<file path="config.mk">
export PLATFORM = sky130hd
export DESIGN_NAME = bram_host_loader
export DESIGN_NICKNAME = d
export VERILOG_FILES = /design/src/rtl/bram_host_loader.sv
export SDC_FILE = /design/constraint.sdc
export NUM_CORES = 1
export LEC_CHECK = 0
export CORE_MARGIN = 1.5
export CORE_UTILIZATION = 50
export CTS_BUF_LIST = sky130_fd_sc_hd__clkbuf_16
export DETAILED_ROUTE_END_ITERATION = 10
export PLACE_DENSITY = 0.83
export SYNTH_ARGS = -nofsm -noshare
export SYNTH_HDL_FRONTEND = slang
export SYNTH_SLANG_ARGS = --single-unit
</file>
<file path="constraint.sdc">
create_clock -name clk -period 8.8 [get_ports clk]
set_input_delay 2.2 -clock clk [delete_from_list [all_inputs] [get_ports clk]]
set_output_delay 2.2 -clock clk [all_outputs]
set_load 0.02 [all_outputs]
</file>
<file path="src/rtl/bram_host_loader.sv">
// bram_host_loader: host-side sequencer for the compute-RAM external BRAM port.
// Streams a block of words into the BRAM, starts the compute pass, waits for
// it to finish, then streams a block of result words back out.
//
// Handshake rule for all three streams (cmd, in, out): a transfer happens on
// the rising clock edge where valid and ready are both high. A source holds
// its valid and data stable until that edge. Ready may depend on state only,
// never on valid.
module bram_host_loader #(
    parameter int DWIDTH = 40,
    parameter int AWIDTH = 9
) (
    input  logic              clk,
    input  logic              reset,
    // command channel
    input  logic              cmd_valid_i,
    output logic              cmd_ready_o,
    input  logic [AWIDTH-1:0] cmd_load_base_i,
    input  logic [AWIDTH-1:0] cmd_unload_base_i,
    input  logic [AWIDTH:0]   cmd_load_count_i,
    input  logic [AWIDTH:0]   cmd_unload_count_i,
    output logic              cmd_done_o,
    // load stream
    input  logic              in_valid_i,
    output logic              in_ready_o,
    input  logic [DWIDTH-1:0] in_data_i,
    // unload stream
    output logic              out_valid_o,
    input  logic              out_ready_i,
    output logic [DWIDTH-1:0] out_data_o,
    // system external BRAM port
    output logic              external_o,
    output logic              bram_sel_o,
    output logic              bram_wren_ext_o,
    output logic [AWIDTH-1:0] bram_addr_ext_o,
    output logic [DWIDTH-1:0] bram_wdata_ext_o,
    input  logic [DWIDTH-1:0] bram_rdata_ext_i,
    // system control
    output logic              sys_start_o,
    input  logic              sys_done_i,
    output logic [AWIDTH-1:0] start_addr_inputs_o,
    output logic [AWIDTH-1:0] start_addr_outputs_o,
    // current FSM state, for observation
    output logic [1:0]        state_dbg_o
);

    typedef enum logic [1:0] {
        S_IDLE   = 2'd0,
        S_LOAD   = 2'd1,
        S_RUN    = 2'd2,
        S_UNLOAD = 2'd3
    } state_t;

    localparam logic [AWIDTH:0] CNT_ONE = {{AWIDTH{1'b0}}, 1'b1};

    state_t            state_q, state_d;
    logic              cmd_done_q, cmd_done_d;
    logic [AWIDTH-1:0] load_base_q, load_base_d;
    logic [AWIDTH-1:0] unload_base_q, unload_base_d;
    logic [AWIDTH:0]   load_count_q, load_count_d;
    logic [AWIDTH:0]   unload_count_q, unload_count_d;
    logic [AWIDTH:0]   load_idx_q, load_idx_d;   // words written so far
    logic [AWIDTH:0]   rd_idx_q, rd_idx_d;       // reads issued so far
    logic [AWIDTH:0]   out_idx_q, out_idx_d;     // words delivered so far
    logic              inflight_q, inflight_d;   // read issued last cycle
    logic [1:0]        wr_ptr_q, wr_ptr_d;
    logic [1:0]        rd_ptr_q, rd_ptr_d;
    logic [2:0]        occ_q, occ_d;             // FIFO occupancy, 0..4
    logic [DWIDTH-1:0] fifo_mem_q [4];

    logic            load_fire;
    logic            rd_issue;
    logic            push;
    logic            pop;
    logic            fifo_nonempty;
    logic [AWIDTH:0] load_idx_inc;
    logic [AWIDTH:0] out_idx_inc;

    assign load_fire     = (state_q == S_LOAD) && in_valid_i;
    assign fifo_nonempty = (occ_q != 3'd0);
    assign pop           = fifo_nonempty && out_ready_i;
    // Read data arrives one cycle after its address, so last cycle's issue
    // is this cycle's FIFO write.
    assign push          = inflight_q;
    // Gating on occupancy plus the outstanding read keeps the 4-entry FIFO
    // from ever overflowing under backpressure.
    assign rd_issue      = (state_q == S_UNLOAD) && (rd_idx_q != unload_count_q)
                           && ((occ_q + {2'b00, inflight_q}) < 3'd4);
    assign load_idx_inc  = load_idx_q + CNT_ONE;
    assign out_idx_inc   = out_idx_q + CNT_ONE;

    // Next-state logic: FSM transitions, command capture, counters and FIFO pointers.
    always_comb begin
        state_d        = state_q;
        cmd_done_d     = 1'b0;
        load_base_d    = load_base_q;
        unload_base_d  = unload_base_q;
        load_count_d   = load_count_q;
        unload_count_d = unload_count_q;
        load_idx_d     = load_idx_q;
        rd_idx_d       = rd_idx_q;
        out_idx_d      = out_idx_q;
        inflight_d     = rd_issue;
        wr_ptr_d       = push ? wr_ptr_q + 2'd1 : wr_ptr_q;
        rd_ptr_d       = pop ? rd_ptr_q + 2'd1 : rd_ptr_q;
        occ_d          = occ_q + {2'b00, push} - {2'b00, pop};

        case (state_q)
            S_IDLE: begin
                if (cmd_valid_i) begin
                    load_base_d    = cmd_load_base_i;
                    unload_base_d  = cmd_unload_base_i;
                    load_count_d   = cmd_load_count_i;
                    unload_count_d = cmd_unload_count_i;
                    load_idx_d     = '0;
                    rd_idx_d       = '0;
                    out_idx_d      = '0;
                    state_d        = (cmd_load_count_i == '0) ? S_RUN : S_LOAD;
                end
            end
            S_LOAD: begin
                if (load_fire) begin
                    load_idx_d = load_idx_inc;
                    if (load_idx_inc == load_count_q) begin
                        state_d = S_RUN;
                    end
                end
            end
            S_RUN: begin
                if (sys_done_i) begin
                    if (unload_count_q == '0) begin
                        state_d    = S_IDLE;
                        cmd_done_d = 1'b1;
                    end else begin
                        state_d = S_UNLOAD;
                    end
                end
            end
            S_UNLOAD: begin
                if (rd_issue) begin
                    rd_idx_d = rd_idx_q + CNT_ONE;
                end
                if (pop) begin
                    out_idx_d = out_idx_inc;
                    if (out_idx_inc == unload_count_q) begin
                        state_d    = S_IDLE;
                        cmd_done_d = 1'b1;
                    end
                end
            end
            default: state_d = S_IDLE;
        endcase
    end

    // State and control registers; reset flushes the FSM, FIFO and in-flight read.
    always_ff @(posedge clk) begin
        if (reset) begin
            state_q        <= S_IDLE;
            cmd_done_q     <= 1'b0;
            load_base_q    <= '0;
            unload_base_q  <= '0;
            load_count_q   <= '0;
            unload_count_q <= '0;
            load_idx_q     <= '0;
            rd_idx_q       <= '0;
            out_idx_q      <= '0;
            inflight_q     <= 1'b0;
            wr_ptr_q       <= '0;
            rd_ptr_q       <= '0;
            occ_q          <= '0;
        end else begin
            state_q        <= state_d;
            cmd_done_q     <= cmd_done_d;
            load_base_q    <= load_base_d;
            unload_base_q  <= unload_base_d;
            load_count_q   <= load_count_d;
            unload_count_q <= unload_count_d;
            load_idx_q     <= load_idx_d;
            rd_idx_q       <= rd_idx_d;
            out_idx_q      <= out_idx_d;
            inflight_q     <= inflight_d;
            wr_ptr_q       <= wr_ptr_d;
            rd_ptr_q       <= rd_ptr_d;
            occ_q          <= occ_d;
        end
    end

    // FIFO storage: data only, validity is tracked by occupancy and pointers.
    always_ff @(posedge clk) begin
        if (push) begin
            fifo_mem_q[wr_ptr_q] <= bram_rdata_ext_i;
        end
    end

    // Output decode from the current state; BRAM write fires in the handshake cycle.
    always_comb begin
        cmd_ready_o      = (state_q == S_IDLE);
        in_ready_o       = (state_q == S_LOAD);
        sys_start_o      = (state_q == S_RUN);
        external_o       = (state_q == S_LOAD) || (state_q == S_UNLOAD);
        bram_sel_o       = (state_q == S_LOAD) || (state_q == S_UNLOAD);
        bram_wren_ext_o  = load_fire;
        bram_wdata_ext_o = load_fire ? in_data_i : '0;
        bram_addr_ext_o  = '0;
        if (state_q == S_LOAD) begin
            bram_addr_ext_o = load_base_q + load_idx_q[AWIDTH-1:0];
        end else if (state_q == S_UNLOAD) begin
            bram_addr_ext_o = unload_base_q + rd_idx_q[AWIDTH-1:0];
        end
        out_valid_o = fifo_nonempty;
        out_data_o  = fifo_nonempty ? fifo_mem_q[rd_ptr_q] : '0;
    end

    assign cmd_done_o           = cmd_done_q;
    assign start_addr_inputs_o  = load_base_q;
    assign start_addr_outputs_o = unload_base_q;
    assign state_dbg_o          = state_q;

endmodule

</file>
### Yosys cells after proc, flatten, opt, wreduce, memory -nomap -nowiden

Memory sizes are Yosys's and may differ from the RTL's. A register that Yosys moved wholly into a read port is not among the register bits.
Index checks and enable logic that the tools add are counted.
Widths: inputs -> output; s select.

* memory bits (writable): 160
* register bits: 79
* input bits: 124
* output and inout bits: 117
* memories kept: 1

Memories
* fifo_mem_q: depth 4, bits a word 40, rd ports 1, clocked after memory_dff 1, wr ports 1, RTL line 69 `logic [DWIDTH-1:0] fifo_mem_q [4];`

* add/sub/neg operators: 9
* equality and inequality tests: 13
* magnitude comparators: 1
* mux-type cells: 29
* reduce and logical (&&, ||, !) cells: 16

Operator list (number)
* $mux 40: 2
* $pmux 10 s2: 3
* $mux 10: 4
* $add 10x1->10 const B: 3
* $eq 10x10->1: 2
* $logic_not 10->1: 2
* $mux 2: 10
* $add 9x9->9: 2
* $mux 9: 2
* $ne 10x10->1: 1
* $reduce_and 3->1: 3
* $ne 2x1->1 const B: 4
* $pmux 2 s4: 1
* $mux 1: 6
* $ne 2x2->1 const B: 3
* $reduce_and 6->1: 1
* $add 2x1->2 const B: 2
* $eq 2x2->1 const B: 2
* $logic_and 1x1->1: 4
* $reduce_bool 2->1: 2
* $add 3x1->3: 1
* $lt 3x3->1 const B: 1
* $reduce_bool 3->1: 1
* $sub 3x1->3: 1
* 5 further kinds: 5

### Logic depth before layout (Yosys ltp)

* depth in word-level cells: 5
* gate-level depth with buffers: 10

### Worst setup path after synthesis

OpenSTA, ideal clock, no wires.

* path kind: register -> output
* from: reg load_base_q[0], in the netlist start_addr_inputs_o[0]
* to: out bram_addr_ext_o[8]
* slack: 3848 ps
* cell stages (with the launch flop): 10
* required time: 6600 ps
* arrival time: 2752 ps
* cells stage by stage: dfxtp_1 > ha_1 > fa_1 > a21o_1 > a21oi_1 > o21bai_1 > a2111oi_0 > o31a_1 > nor3_1 > a211oi_1

* word-level cells in the longest chain between the ends: 2

Ends and longest elaborated chain
* start: declaration: RTL line 58 `logic [AWIDTH-1:0] load_base_q, load_base_d;`
* start signal: assignment: RTL line 174 `load_base_q <= load_base_d;`
* $add 9x9->9: RTL line 206 `bram_addr_ext_o = load_base_q + load_idx_q[AWIDTH-1:0];`
* $mux 9: RTL line 205 `if (state_q == S_LOAD) begin`
* end: declaration: RTL line 35 `output logic [AWIDTH-1:0] bram_addr_ext_o,`

No other way between the ends.

### Worst setup path after layout

* from: in in_valid_i
* to: out bram_wren_ext_o

* word-level cells in the longest chain between the ends: 1

Ends and longest elaborated chain
* start: declaration: RTL line 24 `input logic in_valid_i,`
* $logic_and 1x1->1: RTL line 79 `assign load_fire = (state_q == S_LOAD) && in_valid_i;`
* end: declaration: RTL line 34 `output logic bram_wren_ext_o,`

No other way between the ends.

==> reports/qor.yml <==
vias_per_cell: 5.628
cp_slowest_cell: "clkdlybuf4s50_1"
drt-initial-drc-count: 497
fin_worst_skew_ns: 0.01199
track_usage: 0.2359
rows: 54
placed_area_sq_um: 13690
num_vias: 8121
htreeDepth: 1
synth_edf_count: 160
power.clock.fraction: 0.332
peakVddDrop_mv: 0.1397
critical_path_buf_inv_count: 4
final_nets: 1298
synth_seq_cells: 241
cp-end-kind: "output pin"
cp-start-kind: "input pin"
tightest_slew_ns: 1.105
synth_cell_type_count: 60
final_util: 0.6638
grt_setup_unrepaired: "false"
drive_gt1_frac: 0.08598
die_w_um: 152.2
final_area_sq_um: 14490
cts_resized: 0
synth_top_area_frac: 0.4318
cts.clk_slew.worst_paths_ns: 0.06
ctsHoldBuffers: 0
critPathCapture: "bram_wren_ext_o"
cts_setup_buffers: 0
tritoncts: "built"
critPathArrivalTime_ns: 4.33
cts_root_buffer: "clkbuf_16"
setup_viol_count_final: 0
synth_fp_nets: 1080
path_cells: "clkdlybuf4s50_1, buf_4, nand2_1, clkinv_1, clkdlybuf4s50_1"
pwr-share-seq: 0.412
combPwrFrac: 0.256
synthCells: 927
grt_overflow: 0
worstRegToRegCells: 8
status: "complete, no violations"
synth_area_leaders: "edfxtp_1, dfxtp_1, mux4_2, nand2_1, a21oi_1"
yosys.area.top_type: "edfxtp_1"
async_flop_share: 0
leakagePower_nw: 5.093
path_max_fanout: 42
slew_headroom: 0.2630
startpoint: "in_valid_i"
netlist_area_sq_um: 11130
final_period_minus_worst_setup_slack_ns: 6.529
r2r-end: "load_idx_q[7]"
power_density_nw_per_um2: 211.4
ioPinCount: 241
syn_area_per_cell_sq_um: 12.00
drt-total-wl_um: 27590
final.setup.tns_ns: 0
cts_sinks: 241
ys_warn_count: 0
required_ns: 6.60
finalPower_mw: 3.062
r2r_slack_ns: 5.40
dp_hpwl_um: 18280
hp-start: "load_count_q[7]"
seq_area_frac_synth: 0.5775
routedWlPerCell_um: 19.12
antenna_left: 0
p_int_mw: 2.193
fp.dieH_um: 152.2
areaGrowthSynthToFinish_pct: 30.19
diodes: 0
fillCellCount: 1614
power_switching_share: 0.2839
min_path_type: "register to register"
cap_violations: 0
clockBufferDepth: 3
cts_buffers: 25
period_share: 0.7420
drv_slew: 0
core-area_sq_um: 21820
max_stage_delay_ns: 0.66
portBuffers: 240
dieArea_sq_um: 23160
clk_latency_ns: 0.52
initial_core_util: 0.5099
crit_family: "buffers and inverters"
critPathKind: "input pin to output pin"
drc: 0
fmax_ghz: 0.1532
r2r-start: "state_dbg_o[1]"
grt_pass1_vias: 8266
first_pass_iters: 7
synth-main-ff-cell: "edfxtp_1"
finalHoldViolations: 0
p_switching_uw: 869.2
place_congestion: 0.8846
grt_pass1_wl_um: 43800
antenna_found_initial: 0
grt_max_degree: 75
cp_common_cell: "clkdlybuf4s50_1"
path_depth: 5
-- sequential cells by signal, indices dropped and copies added (netlist names), named ones only --
register / flops
cmd_done_o: 1
fifo_mem_q: 160
inflight_q: 1
load_count_q: 10
load_idx_q: 10
occ_q: 3
out_idx_q: 10
rd_idx_q: 10
rd_ptr_q: 2
start_addr_inputs_o: 9
start_addr_outputs_o: 9
state_dbg_o: 2
unload_count_q: 10
wr_ptr_q: 2
-- kinds of logic (layout without fill, tap and decap cells) --
family / Yosys count / after routing / share of synthesized area
AOI/OAI and AO/OA: 129 / 129 / 0.06691
xor gates and xnor gates: 61 / 61 / 0.04869
adders and majority gates: 29 / 29 / 0.03396
buffers and inverters: 72 / 308 / 0.02744
DFF: 241 / 241 / 0.5775
muxes: 43 / 43 / 0.08366
and+or+nand+nor: 352 / 352 / 0.1618
-- how the worst min path moves through the flow --
stage | endpoint | slack, ns | cells past startpoint
floorplan | load_count_q[0] | 0.45 | 2
global placement | load_count_q[5] | 0.46 | 2
detailed placement | load_count_q[7] | 0.46 | 2
CTS | load_count_q[7] | 0.47 | 2
global route | load_count_q[7] | 0.48 | 2
finish | load_count_q[7] | 0.47 | 2
-- worst reg2reg max path, stage by stage, from the launching register on --
cell,delay [ns]
dfxtp_1,0.75
inv_1,0.35
nand2_1,0.23
inv_1,0.45
nand2_1,0.59
clkinv_1,0.36
nor2_1,0.33
o21ai_0,0.14
a21oi_1,0.14
-- through the flow --
| stage | instances | setup slack (ns) | hold slack [ns] |
|---|---|---|---|
| final | 1443 | 2.271 | 0.4689 |
| after global routing | 1443 | 2.144 | 0.4848 |
| after CTS | 1443 | 2.288 | 0.4725 |
| after detailed placement | 1398 | 2.288 | 0.4642 |
| after global placement | 1398 | 2.349 | 0.4558 |
| after floorplan | 927 | 3.848 | 0.4478 |
-- layout by cell type (no fill, tap or decap), types with 6 or more instances in the layout --
cell type and count:
and2_1 42, nand4_1 8, or3_1 9, clkbuf_16 25, dfxtp_1 79, nand2_1 109
edfxtp_1 160, nor4_1 11, nor2b_1 7, o21ai_0 22, inv_1 22, ha_1 27
nor2_1 62, nor3_1 14, clkdlybuf4s50_1 239, mux4_2 40, nand3b_1 7, nand3_1 15
buf_4 6, xor2_1 19, a21oi_1 72, xnor2_1 41, and3_1 45
-- synth_stat cells, types with 5 or more instances --
| master | n |
|---|---|
| a21o_1 | 5 |
| a21oi_1 | 72 |
| and2_1 | 45 |
| and3_1 | 45 |
| buf_1 | 5 |
| buf_2 | 9 |
| buf_4 | 6 |
| clkbuf_1 | 34 |
| dfxtp_1 | 81 |
| edfxtp_1 | 160 |
| ha_1 | 27 |
| inv_1 | 16 |
| mux4_2 | 40 |
| nand2_1 | 109 |
| nand2b_1 | 5 |
| nand3_1 | 15 |
| nand3b_1 | 7 |
| nand4_1 | 8 |
| nor2_1 | 62 |
| nor2b_1 | 7 |
| nor3_1 | 14 |
| nor4_1 | 11 |
| o21ai_0 | 22 |
| or3_1 | 9 |
| xnor2_1 | 41 |
| xor2_1 | 19 |
-- cell type report --
cell class,instances,area (sq um),area share
clock buffer,25,625.6,0.04319
clock inverter,20,175.2,0.01209
inverter,17,63.81,0.004405
multi-input combinational,614,4400,0.3038
sequential,241,6429,0.4438
tap,280,350.3,0.02418
timing repair buffer,246,2442,0.1686
-- power groups by stage --
| stage | Clock (mW) | Sequential, mW | Combinational (mW) |
|---|---|---|---|
| after floorplan | 0 | 1.28 | 0.439 |
| after global placement | 0 | 1.29 | 0.777 |
| after detailed placement | 0 | 1.29 | 0.789 |
| after CTS | 1.04 | 1.26 | 0.794 |
| after global routing | 1.09 | 1.26 | 0.839 |
| final | 1.02 | 1.26 | 0.784 |
-- per-layer routing --
metal | wire, um | up-vias | GRT usage
met5 | 0 | - | 0
met4 | 949 | 0 | 0.08414
met3 | 2049 | 48 | 0.04295
met2 | 13930 | 335 | 0.4146
met1 | 10670 | 3927 | 0.2919
li1 | - | 3811 | -
Power figures use the tool's default switching activity.
